`src/rtl/mux_scan_ctrl.sv`:
```
// ---------------------------------------------------------------------------
// mux_scan_ctrl
//
// This block sits directly in front of an 8:1 selector8 tree. It uses the
// combinational mux as a timed parallel-to-serial path. On start it latches
// an 8-bit word onto the selector's data bus. It then steps the 3-bit select
// through all eight indices, holding each one for HOLD cycles. While it does
// this it samples the selector output x and rebuilds the word, so the
// rebuilt word can serve as a loopback check.
//
// Parameters
//   DIR   : 0 = select ascends 0->7, 1 = select descends 7->0
//   HOLD  : cycles each select value is held (1..16)
//
// Ports
//   clk    in   system clock, rising edge
//   rst_n  in   asynchronous active-low reset
//   start  in   load din and begin a scan (honoured only while idle)
//   din    in   [0:7] word to serialize; din[0] is selected by s=0
//   x      in   selector8 output
//   s      out  [2:0] registered select to selector8
//   a      out  [0:7] registered copy of din, stable for a whole scan
//   busy   out  high while scanning
//   done   out  one-cycle pulse when a scan completes
//   dout   out  [0:7] word rebuilt from sampled x (dout[i] = x while s=i)
//   err    out  set at completion when dout != a; held until next completion
// ---------------------------------------------------------------------------
module mux_scan_ctrl #(
    parameter bit          DIR  = 1'b0,
    parameter int unsigned HOLD = 1
) (
    input  logic       clk,
    input  logic       rst_n,
    input  logic       start,
    input  logic [0:7] din,
    input  logic       x,
    output logic [2:0] s,
    output logic [0:7] a,
    output logic       busy,
    output logic       done,
    output logic [0:7] dout,
    output logic       err
);

    localparam logic [2:0] FIRST_IDX = DIR ? 3'd7 : 3'd0;
    localparam logic [2:0] LAST_IDX  = DIR ? 3'd0 : 3'd7;
    localparam logic [3:0] HOLD_LAST = 4'(HOLD - 1);

    typedef enum logic {
        ST_IDLE = 1'b0,
        ST_SCAN = 1'b1
    } state_t;

    state_t     state_q, state_d;
    logic [2:0] s_q, s_d;
    logic [0:7] a_q, a_d;
    logic [3:0] hcnt_q, hcnt_d;
    logic       busy_q, busy_d;
    logic       done_q, done_d;
    logic [0:7] dout_q, dout_d;
    logic       err_q, err_d;
    logic [0:7] dout_cap;

    always_ff @(posedge clk or negedge rst_n) begin
        if (!rst_n) begin
            state_q <= ST_IDLE;
            s_q     <= 3'd0;
            a_q     <= 8'h00;
            hcnt_q  <= 4'd0;
            busy_q  <= 1'b0;
            done_q  <= 1'b0;
            dout_q  <= 8'h00;
            err_q   <= 1'b0;
        end else begin
            state_q <= state_d;
            s_q     <= s_d;
            a_q     <= a_d;
            hcnt_q  <= hcnt_d;
            busy_q  <= busy_d;
            done_q  <= done_d;
            dout_q  <= dout_d;
            err_q   <= err_d;
        end
    end

    always_comb begin
        state_d = state_q;
        s_d     = s_q;
        a_d     = a_q;
        hcnt_d  = hcnt_q;
        busy_d  = busy_q;
        done_d  = 1'b0;     // done is a single-cycle pulse
        dout_d  = dout_q;
        err_d   = err_q;

        // The rebuilt word including the bit being sampled this edge. It is
        // also used for the completion compare, so the last bit counts.
        dout_cap      = dout_q;
        dout_cap[s_q] = x;

        unique case (state_q)
            ST_IDLE: begin
                if (start) begin
                    a_d     = din;
                    s_d     = FIRST_IDX;
                    hcnt_d  = 4'd0;
                    busy_d  = 1'b1;
                    dout_d  = 8'h00;
                    state_d = ST_SCAN;
                end
            end
            ST_SCAN: begin
                if (hcnt_q != HOLD_LAST) begin
                    hcnt_d = hcnt_q + 4'd1;
                end else begin
                    // x is sampled on the final hold cycle of the index, so a
                    // selector with a registered output still settles in time
                    // when HOLD >= 2.
                    hcnt_d = 4'd0;
                    dout_d = dout_cap;
                    if (s_q == LAST_IDX) begin
                        // s keeps the last index after completion.
                        state_d = ST_IDLE;
                        busy_d  = 1'b0;
                        done_d  = 1'b1;
                        err_d   = (dout_cap != a_q);
                    end else if (DIR) begin
                        s_d = s_q - 3'd1;
                    end else begin
                        s_d = s_q + 3'd1;
                    end
                end
            end
            default: state_d = ST_IDLE;
        endcase
    end

    assign s    = s_q;
    assign a    = a_q;
    assign busy = busy_q;
    assign done = done_q;
    assign dout = dout_q;
    assign err  = err_q;

endmodule

```
`config.mk`:
```
export PLATFORM = sky130hd
export DESIGN_NAME = mux_scan_ctrl
export DESIGN_NICKNAME = d
export VERILOG_FILES = /design/src/rtl/mux_scan_ctrl.sv
export SDC_FILE = /design/constraint.sdc
export NUM_CORES = 1
export LEC_CHECK = 0
export BUFFER_PORTS_ARGS = -buffer_cell sky130_fd_sc_hd__buf_2
export CORE_UTILIZATION = 57
export DETAILED_ROUTE_END_ITERATION = 8
export GPL_TIMING_DRIVEN = 0
export PLACE_DENSITY_LB_ADDON = 0.25
export SYNTH_ARGS = -nofsm -noshare
export SYNTH_HDL_FRONTEND = slang
export SYNTH_SLANG_ARGS = --single-unit
export TNS_END_PERCENT = 20
```
`constraint.sdc`:
```
create_clock -name clk -period 2.9 [get_ports clk]
set_clock_uncertainty 0.15 [all_clocks]
set_input_delay 0.29 -clock clk [delete_from_list [all_inputs] [get_ports clk]]
set_output_delay 0.29 -clock clk [all_outputs]
set_load 0.02 [all_outputs]
```
==> run metrics <==
CTS Buf Count=3; leak pwr=0.0008531 uW; Synth Area in Compound Gates=16.99%; VDD IR-drop max=0.6783 mV; R2R setup slack=0.86 ns; largest family of logic cells by synthesized area=simple AND/OR/NAND/NOR gates; grt ovf=0; crit path max fanout=6; synth warn=0; core footprint=2500 um2; Async SR Flop Fraction=100.0%; drt first-iter violations=41; Post-Layout Cell Count=223; final hold vios=0; Avg Inst Size Synth=9.880 um2; post-synthesis register bit count=27; DR vias=1322; syn_nets=171; Initial Util=61.26%; mux contribution to synthesized area=9.886%; post-route ant nets=0; FF/Latch Area=675.6 um2; diode count=0; WL per Instance=15.69 um; Vias/cell=5.928; Relative slew margins=59.93%; Unique masters post-synth=39; pin count of the biggest net entering global routing=28; RSZ-0062 raised after global routing=false; GRT Overall Usage=26.83%; origin of the critical flop-to-flop path=hcnt_q[0]$_DFFE_PN0P_; Synth Area in Simple Gates=17.97%; Synth Area in Adders=3.268%; Die Span Y=53.84 um; clk_lat worst skew=0.32 ns; routability cong.=0.8843; sequential area share after synthesis=44.12%; number of flops mapped to enable cells by yosys=0; Crit Path Class=register to register; capturing point of the worst reg2reg path=err$_DFFE_PN0P_; Clock Sinks=27; HPWL after detailed placement=2579 um; Final period util=70.34%; Critical path origin=hcnt_q[0]$_DFFE_PN0P_; Root Buffer=clkbuf_4; WL final=3499 um; Max Transition Viols Final=0; Final nets=210; xor/xnor share of the synthesized area=4.003%; Worst Hold Class=primary input to register; CTS H-tree depth=1; f_max=490.2 MHz; status=finished clean; Filler cells=196; CTS tree=built; Multi-input gate area=798.3 um2; final setup violation count=0; Worst EP required=2.97 ns; Die Span X=53.84 um; row cnt=18; Setup Total Neg Slack=0 ns; DRC errors left=0; CTS Buffer Depth=2; Power Dens Cells=863.6 nW/um2; post-synthesis instance total=155; synthesized area=1531 um2; r2r worst-path depth=8; CTS clk-pin slew, worst paths=0.14 ns; antenna violations before repair=0; vias in the first global route=1205; share of cells above drive strength 1=26.94%; max cap viols=0; hold path start=din[0]; Syn-to-layout area delta=15.60%; # IOs=34; die area=2898 um2; Worst-Margin Slew=0.6010 ns; Pre-antenna DRT Iters=4; Port Buf Inserts=33; startpoint types=register; CP Capture Type=register; post-route minimum period=2.040 ns; Worst EP arrival=2.11 ns; dpl cells=218; end of the critical path=err$_DFFE_PN0P_; ys flop type=dfrtp_1; first-pass GRT wire length=5575 um; CTS resizes=0; final core occ=70.82%
-- through the flow --
stage / setup slack (ns) / total power (uW) / hold WS [ns] / area, um2
3_3_place_gp: 0.9073 / 1312 / 0.1679 / 1734
5_1_grt: 0.7360 / 1638 / 0.02861 / 1770
6_report: 0.8600 / 1529 / 0.03515 / 1770
2_1_floorplan: 1.009 / 1137 / -0.1556 / 1531
4_1_cts: 0.8432 / 1525 / 0.03415 / 1770
3_5_place_dp: 0.8587 / 1365 / 0.1740 / 1734
-- layer usage --
metal	vias up	track usage [%]	share of wire, %
li1	644	-	-
met1	626	35.75	47
met2	48	44.03	47
met3	4	3.390	5.0
met4	0	10.09	0.83
met5	-	0	0
-- cell usage after synthesis (2+ instances only) --
master	count	area share, %
nor2_1	11	2.7
clkbuf_1	3	0.74
ha_1	4	3.3
nand2b_1	2	0.82
nor4bb_1	2	1.3
mux2i_1	5	3.3
nand3_1	4	1.3
nor2b_1	3	1.2
nand3b_1	2	0.98
inv_1	5	1.2
mux2_2	9	6.6
a22o_1	3	1.7
o31ai_1	2	0.98
buf_2	4	1.3
dfrtp_1	27	44
and3_1	4	1.6
a21oi_1	6	2.0
a32oi_1	2	1.1
o21ai_0	22	7.2
nor3b_1	3	1.5
nand2_1	9	2.2
xnor2_1	6	3.4
-- registers in the layout, indices dropped and copies added (netlist names) --
name     count
a            8
busy         1
done         1
dout         8
err          1
hcnt_q       4
s            3
state_q      1
-- worst max-delay path, stage by stage, from the launching register on --
cell and delay [ns]:
dfrtp_1 0.44, inv_1 0.07, ha_1 0.16, nor3b_4 0.26, and3_1 0.18, buf_2 0.15
o2111ai_1 0.12, nor4_1 0.28, a31oi_1 0.11
-- layout make-up --
class                           instances  area share (%)
Buffer                                  8           2.191
Tap cell                               30           2.120
Clock buffer                            4           1.484
Multi-Input combinational cell        115           45.09
Timing Repair Buffer                   34           9.894
Sequential cell                        27           38.16
Inverter                                5           1.060
-- cells by family (layout without fill, tap and decap cells) --
kind of cell / count (synthesis) / after routing
DFF: 27 / 27
xor gates and xnor gates: 7 / 7
muxes: 14 / 14
buffers and inverters: 13 / 51
and+or+nand+nor: 47 / 47
AOI/OAI and AO/OA: 43 / 43
adders and majority gates: 4 / 4
-- cells in the final DEF (no fill, tap or decap), drive strengths merged --
cell,count
nor3b,4
a2bb2oi,1
mux2i,5
nand2b,2
ha,4
a32oi,2
o21ai,22
o41ai,1
nor3,1
and3,4
nand3b,2
mux2,9
nor2,11
clkbuf,7
o2111ai,1
o31ai,2
dfrtp,27
nor4,1
xnor2,6
a211oi,1
dlygate4sd3,1
nor4b,1
nand2,9
inv,5
a22o,3
xor2,1
a21oi,6
buf,38
a21boi,1
a31oi,1
and4b,1
nor4bb,2
o21bai,1
nand3,4
nor2b,3
and3b,1
or3b,1
o22ai,1
-- repair_timing --
action,in CTS,in global routing
endpoints found under the hold margin,27,0
setup buffers,0,0
hold buffers,1,0
-- worst min-delay path by stage --
| stage | endpoint | slack, ns | depth (start not counted) |
|---|---|---|---|
| finish | a[0]$_DFFE_PN0P_ | 0.04 | 2 |
| global route | a[0]$_DFFE_PN0P_ | 0.03 | 2 |
| CTS | a[0]$_DFFE_PN0P_ | 0.03 | 2 |
| detailed placement | done$_DFF_PN0_ | 0.17 | 1 |
| global placement | dout[2]$_DFFE_PN0P_ | 0.17 | 1 |
| floorplan | a[0]$_DFFE_PN0P_ | -0.16 | 0 |
-- power breakdown --
group          internal (uW)  total [uW]  switching (uW)
logic                    320         751             431
clock network           53.9         163             109
registers                477         615             138
total                    851        1530             678
(Power assumes the default switching activity.)
